$ cat config.mk
export PLATFORM = sky130hd
export DESIGN_NAME = dmem_arbiter
export DESIGN_NICKNAME = d
export VERILOG_FILES = /design/src/rtl/dmem_arbiter.sv
export SDC_FILE = /design/constraint.sdc
export NUM_CORES = 1
export LEC_CHECK = 0
export ABC_AREA = 1
export CORE_ASPECT_RATIO = 0.5
export CORE_MARGIN = 8
export CORE_UTILIZATION = 30
export CTS_CLUSTER_DIAMETER = 80
export DETAILED_ROUTE_END_ITERATION = 8
export PLACE_DENSITY_LB_ADDON = 0.08
export RECOVER_POWER = 25
export SYNTH_ARGS = -nofsm -noshare
export SYNTH_HDL_FRONTEND = slang
export SYNTH_SLANG_ARGS = --single-unit
$ cat constraint.sdc
create_clock -name clk -period 2.1 [get_ports clk]
set_input_delay 0.21 -clock clk [delete_from_list [all_inputs] [get_ports clk]]
set_output_delay 0.21 -clock clk [all_outputs]
set_load 0.02 [all_outputs]
$ cat src/rtl/dmem_arbiter.sv
// Two-port round-robin arbiter in front of a single-port DataMemory.
// Each accepted request takes one ACCESS cycle; a response pulse follows on the next cycle.
module dmem_arbiter #(
  parameter int DATA_WIDTH = 32,
  parameter int ADDR_WIDTH = 8
) (
  input  logic                  clk,
  input  logic                  rst,

  input  logic                  req0_valid,
  input  logic                  req0_we,
  input  logic [ADDR_WIDTH-1:0] req0_addr,
  input  logic [DATA_WIDTH-1:0] req0_wdata,
  output logic                  req0_ready,
  output logic                  rsp0_valid,
  output logic [DATA_WIDTH-1:0] rsp0_rdata,

  input  logic                  req1_valid,
  input  logic                  req1_we,
  input  logic [ADDR_WIDTH-1:0] req1_addr,
  input  logic [DATA_WIDTH-1:0] req1_wdata,
  output logic                  req1_ready,
  output logic                  rsp1_valid,
  output logic [DATA_WIDTH-1:0] rsp1_rdata,

  output logic [ADDR_WIDTH-1:0] mem_address,
  output logic [DATA_WIDTH-1:0] mem_writeData,
  output logic                  mem_writeEnable,
  input  logic [DATA_WIDTH-1:0] mem_readData
);

  typedef enum logic {
    IDLE   = 1'b0,
    ACCESS = 1'b1
  } state_e;

  state_e                state_q, state_d;
  logic                  last_q, last_d;
  logic                  lat_we_q, lat_we_d;
  logic                  lat_id_q, lat_id_d;
  logic [ADDR_WIDTH-1:0] lat_addr_q, lat_addr_d;
  logic [DATA_WIDTH-1:0] lat_wdata_q, lat_wdata_d;
  logic                  rsp0_valid_q, rsp0_valid_d;
  logic                  rsp1_valid_q, rsp1_valid_d;
  logic [DATA_WIDTH-1:0] rsp0_rdata_q, rsp0_rdata_d;
  logic [DATA_WIDTH-1:0] rsp1_rdata_q, rsp1_rdata_d;

  logic gnt0, gnt1, accept;

  // Grants are gated by rst so ready is forced low for the whole reset window.
  always_comb begin
    gnt0 = 1'b0;
    gnt1 = 1'b0;
    if (rst && (state_q == IDLE)) begin
      if (req0_valid && req1_valid) begin
        gnt0 = last_q;
        gnt1 = ~last_q;
      end else begin
        gnt0 = req0_valid;
        gnt1 = req1_valid;
      end
    end
  end

  assign accept = gnt0 | gnt1;

  // State register
  always_ff @(posedge clk or negedge rst) begin
    if (!rst) begin
      state_q <= IDLE;
    end else begin
      state_q <= state_d;
    end
  end

  // Next-state logic
  always_comb begin
    state_d = state_q;
    case (state_q)
      IDLE:    if (accept) state_d = ACCESS;
      ACCESS:  state_d = IDLE;
      default: state_d = IDLE;
    endcase
  end

  // Output logic
  always_comb begin
    req0_ready      = gnt0;
    req1_ready      = gnt1;
    mem_address     = lat_addr_q;
    mem_writeData   = lat_wdata_q;
    mem_writeEnable = (state_q == ACCESS) && lat_we_q;
    rsp0_valid      = rsp0_valid_q;
    rsp1_valid      = rsp1_valid_q;
    rsp0_rdata      = rsp0_rdata_q;
    rsp1_rdata      = rsp1_rdata_q;
  end

  // Request latch, grant pointer and response capture
  always_comb begin
    lat_we_d    = lat_we_q;
    lat_id_d    = lat_id_q;
    lat_addr_d  = lat_addr_q;
    lat_wdata_d = lat_wdata_q;
    last_d      = last_q;
    if (accept) begin
      lat_id_d    = gnt1;
      lat_we_d    = gnt1 ? req1_we    : req0_we;
      lat_addr_d  = gnt1 ? req1_addr  : req0_addr;
      lat_wdata_d = gnt1 ? req1_wdata : req0_wdata;
      last_d      = gnt1;
    end

    rsp0_valid_d = (state_q == ACCESS) && !lat_id_q;
    rsp1_valid_d = (state_q == ACCESS) &&  lat_id_q;
    rsp0_rdata_d = rsp0_rdata_q;
    rsp1_rdata_d = rsp1_rdata_q;
    if (rsp0_valid_d) rsp0_rdata_d = lat_we_q ? '0 : mem_readData;
    if (rsp1_valid_d) rsp1_rdata_d = lat_we_q ? '0 : mem_readData;
  end

  // last_q resets to requester 1 so that requester 0 wins the first tie.
  always_ff @(posedge clk or negedge rst) begin
    if (!rst) begin
      last_q       <= 1'b1;
      lat_we_q     <= 1'b0;
      lat_id_q     <= 1'b0;
      lat_addr_q   <= '0;
      lat_wdata_q  <= '0;
      rsp0_valid_q <= 1'b0;
      rsp1_valid_q <= 1'b0;
      rsp0_rdata_q <= '0;
      rsp1_rdata_q <= '0;
    end else begin
      last_q       <= last_d;
      lat_we_q     <= lat_we_d;
      lat_id_q     <= lat_id_d;
      lat_addr_q   <= lat_addr_d;
      lat_wdata_q  <= lat_wdata_d;
      rsp0_valid_q <= rsp0_valid_d;
      rsp1_valid_q <= rsp1_valid_d;
      rsp0_rdata_q <= rsp0_rdata_d;
      rsp1_rdata_q <= rsp1_rdata_d;
    end
  end

endmodule

==> flow_summary_export.csv <==
group,metric,value,unit
clock_network,h-tree-depth,3,
setup_path,cp.required,1.89,ns
sta,finalSetupTns,0,ns
yosys,synth_area,0.005289,mm²
placement,dp.final_hpwl,12900,µm
setup_path,crit_end,"req1_ready",
setup_path,r2r_cells,6,
setup_path,cp-end-kind,"primary output",
yosys,synthDistinctLibCells,18,
global_routing,groute.usage.overall,16.06,%
clock_network,cts_inserted_buffers,9,
power,p_clk_share,21.4,%
sta,slew_violations,0,
finish,syn_to_final_growth,52.40,%
setup_path,worst_r2r_endpoint,"rsp1_rdata[14]$_DFFE_PN0P_",
placement,io_buffers,226,
floorplanning,initial_core_util,30.55,%
yosys,ys_seq_area_share,52.07,%
global_routing,grt_first_pass_wirelength,28910,µm
yosys,synth-seq-cells,110,
sta,min_period,1.949,ns
global_routing,overflow,0,
route,drc,0,
finish,design_area,0.008060,mm²
floorplanning,num_rows,34,
route,wirelength,17970,µm
setup_path,r2r-start,"state_q$_DFF_PN0_",
floorplanning,ios,227,
global_routing,antenna_found_initial,0,
route,wl_per_cell,15.38,µm
placement,place_area,0.007779,mm²
outcome,status,"finished, final reports clean",
yosys,synth_nets,834,
sta,report.final.hold_viol_count,0,
sta,skew,0.01203,ns
power,ir_drop,422.0,µV
job,maxCapViolCount,0,
power,seqPwrFrac,38.3,%
sta,finalCritPeriodShare,92.83,%
clock_network,cts.sinks,110,
power,power.switching,2.832,mW
yosys,avgSynthCellArea,7.387,µm²
setup_path,r2r_slack,0.26,ns
finish,utilization,46.55,%
floorplanning,die-height,109.9,µm
clock_network,cts_root_buf,"clkbuf_16",
clock_network,clkTransAtPathRegs,0.07,ns
route,drtIter0Drc,177,
power,p_int,4.965,mW
route,drt-pass1-iter-count,4,
floorplanning,core_area,0.01731,mm²
sta,holdWs,0.1770,ns
setup_path,cp-start-kind,"flop",
clock_network,cts_tree,"yes",
finish,layout-drive-gt1-share,4.604,%
global_routing,grt_pass1_vias,5293,
finish,nNetsFinal,1048,
setup_path,crit_fanout,4,
sta,fmax,513.0,MHz
route,num_vias,5134,
power,cellPowerDensity,967.4,mW/mm²
route,vias_per_cell,4.396,
floorplanning,die-area,0.02239,mm²
yosys,synth_warnings,0,
setup_path,crit_start,"state_q$_DFF_PN0_",
sta,setup_viol,0,
yosys,synthCells,716,
floorplanning,die_w,203.8,µm
setup_path,path_class,"flop to primary output",
power,swShare,36.32,%
sta,tightest_slew,0.8833,ns
clock_network,clk_path_buf_depth,2,
power,finalPower,7.797,mW
min_path,worstHoldPathType,"input pin to async pin",
sta,rsz0062_at_grt,"no",
global_routing,grt_max_degree,69,
setup_path,arrival,1.74,ns
clock_network,clk_latency,0.35,ns
route,postRouteAntennaNets,0,
placement,place_congestion,0.7732,
sta,slew-limit-headroom,41.11,%
power,p_leak,4.225,nW
power,combPwrFrac,40.4,%
finish,diodes,0,
-- area by class of cell --
class / count / area [µm²]
Fill cell: 1782 / 9254
Inverter: 121 / 454.2
Timing Repair Buffer: 247 / 2396
Clock inverter: 5 / 43.79
Sequential cell: 110 / 2754
Multi-Input combinational cell: 441 / 1881
Clock buffer: 10 / 239.0
Tap cell: 234 / 292.8
-- power by group through the flow --
stage               registers, mW  clock network [mW]  logic [mW]
CTS                          2.99                1.74        3.22
global placement             3.02                   0        3.20
global route                 3.06                1.82        3.42
detailed placement           3.02                   0        3.22
finish                       2.98                1.67        3.15
floorplan                    3.69                   0       0.782
-- layer usage --
| metal | global-route usage, % | wire, µm | part of all wire, % |
|---|---|---|---|
| met1 | 19.49 | 7911 | 44 |
| met2 | 27.74 | 8755 | 49 |
| met3 | 5.735 | 1220 | 6.8 |
| met4 | 2.779 | 78 | 0.43 |
| met5 | 0 | 0 | 0 |
-- metrics by stage --
step	setup slack (ns)	cells
final	0.1506	1168
after floorplan	0.6799	716
after CTS	0.01642	1166
after global placement	0.2125	1151
after detailed placement	0.1580	1151
after global routing	0.05916	1168
-- synth_stat cells --
cell type  number  area share [%]
o21ai_2         1            0.17
buf_2          12             1.1
clkbuf_1       24             1.7
inv_1         119             8.4
inv_2           2            0.14
a21oi_1         1           0.095
nor2_4          1            0.21
nand3_1        41             3.9
dfstp_2         1            0.50
o21ai_0        33             3.1
buf_4           7            0.99
nand4_1        41             4.8
nor2_2          1            0.12
dfrtp_1       109              52
nor2_1         32             2.3
clkbuf_2        1           0.095
nand2_1       289              21
nand3_2         1            0.19
-- flip-flops by register name (all words and copies together), names as in the netlist --
| signal | cells |
|---|---|
| rsp1_rdata | 32 |
| lat_id_q | 1 |
| mem_address | 8 |
| lat_we_q | 1 |
| state_q | 1 |
| mem_writeData | 32 |
| rsp0_valid | 1 |
| last_q | 1 |
| rsp0_rdata | 32 |
| rsp1_valid | 1 |
-- layout by cell type (no fill, tap or decap) --
master           instances
nor2_1                  32
dfrtp_1                109
inv_6                    1
clkdlybuf4s50_1        223
dfstp_2                  1
buf_4                   17
nor2_2                   1
inv_8                    1
o21ai_0                 33
clkbuf_2                 1
nor2_4                   1
o21ai_4                  1
clkinv_4                 1
nand2_1                289
nand4_1                 41
clkinvlp_4               2
inv_2                    2
nand3_2                  1
inv_1                  119
a21oi_1                  1
clkbuf_1                 2
buf_2                    3
nand3_1                 41
clkbuf_8                 1
dlygate4sd2_1            1
clkbuf_16                9
-- worst min-delay path by stage --
stage	depth (start not counted)	to	from
after floorplan	0	lat_id_q$_DFFE_PN0P_	rst
after global placement	2	rsp1_rdata[29]$_DFFE_PN0P_	rsp1_rdata[29]$_DFFE_PN0P_
after detailed placement	2	mem_writeData[21]$_DFFE_PN0P_	mem_writeData[21]$_DFFE_PN0P_
after CTS	2	mem_address[4]$_DFFE_PN0P_	rst
after global routing	2	mem_writeData[28]$_DFFE_PN0P_	rst
final	2	mem_address[4]$_DFFE_PN0P_	rst
-- cell families after synthesis --
kind of cell	after synthesis	synth area share [%]
buf+inv	165	12.51
flops	110	52.07
compound gates	35	3.383
simple gates	406	32.03
-- what timing repair did --
| item | CTS | global route |
|---|---|---|
| resized for setup | 1 | 0 |
| pin swaps | 1 | 1 |
| buffers inserted | 0 | 2 |
| setup endpoints to repair | 2 | 1 |
| cloned | 0 | 0 |
| hold buffers | 0 | 0 |
-- worst max-delay path: stages, from the launching register on --
cell and delay, ns:
dfrtp_1 0.45, nor2_4 0.17, nand3_2 0.09, inv_1 0.06, clkdlybuf4s50_1 0.62
Power figures use the tool's default switching activity.
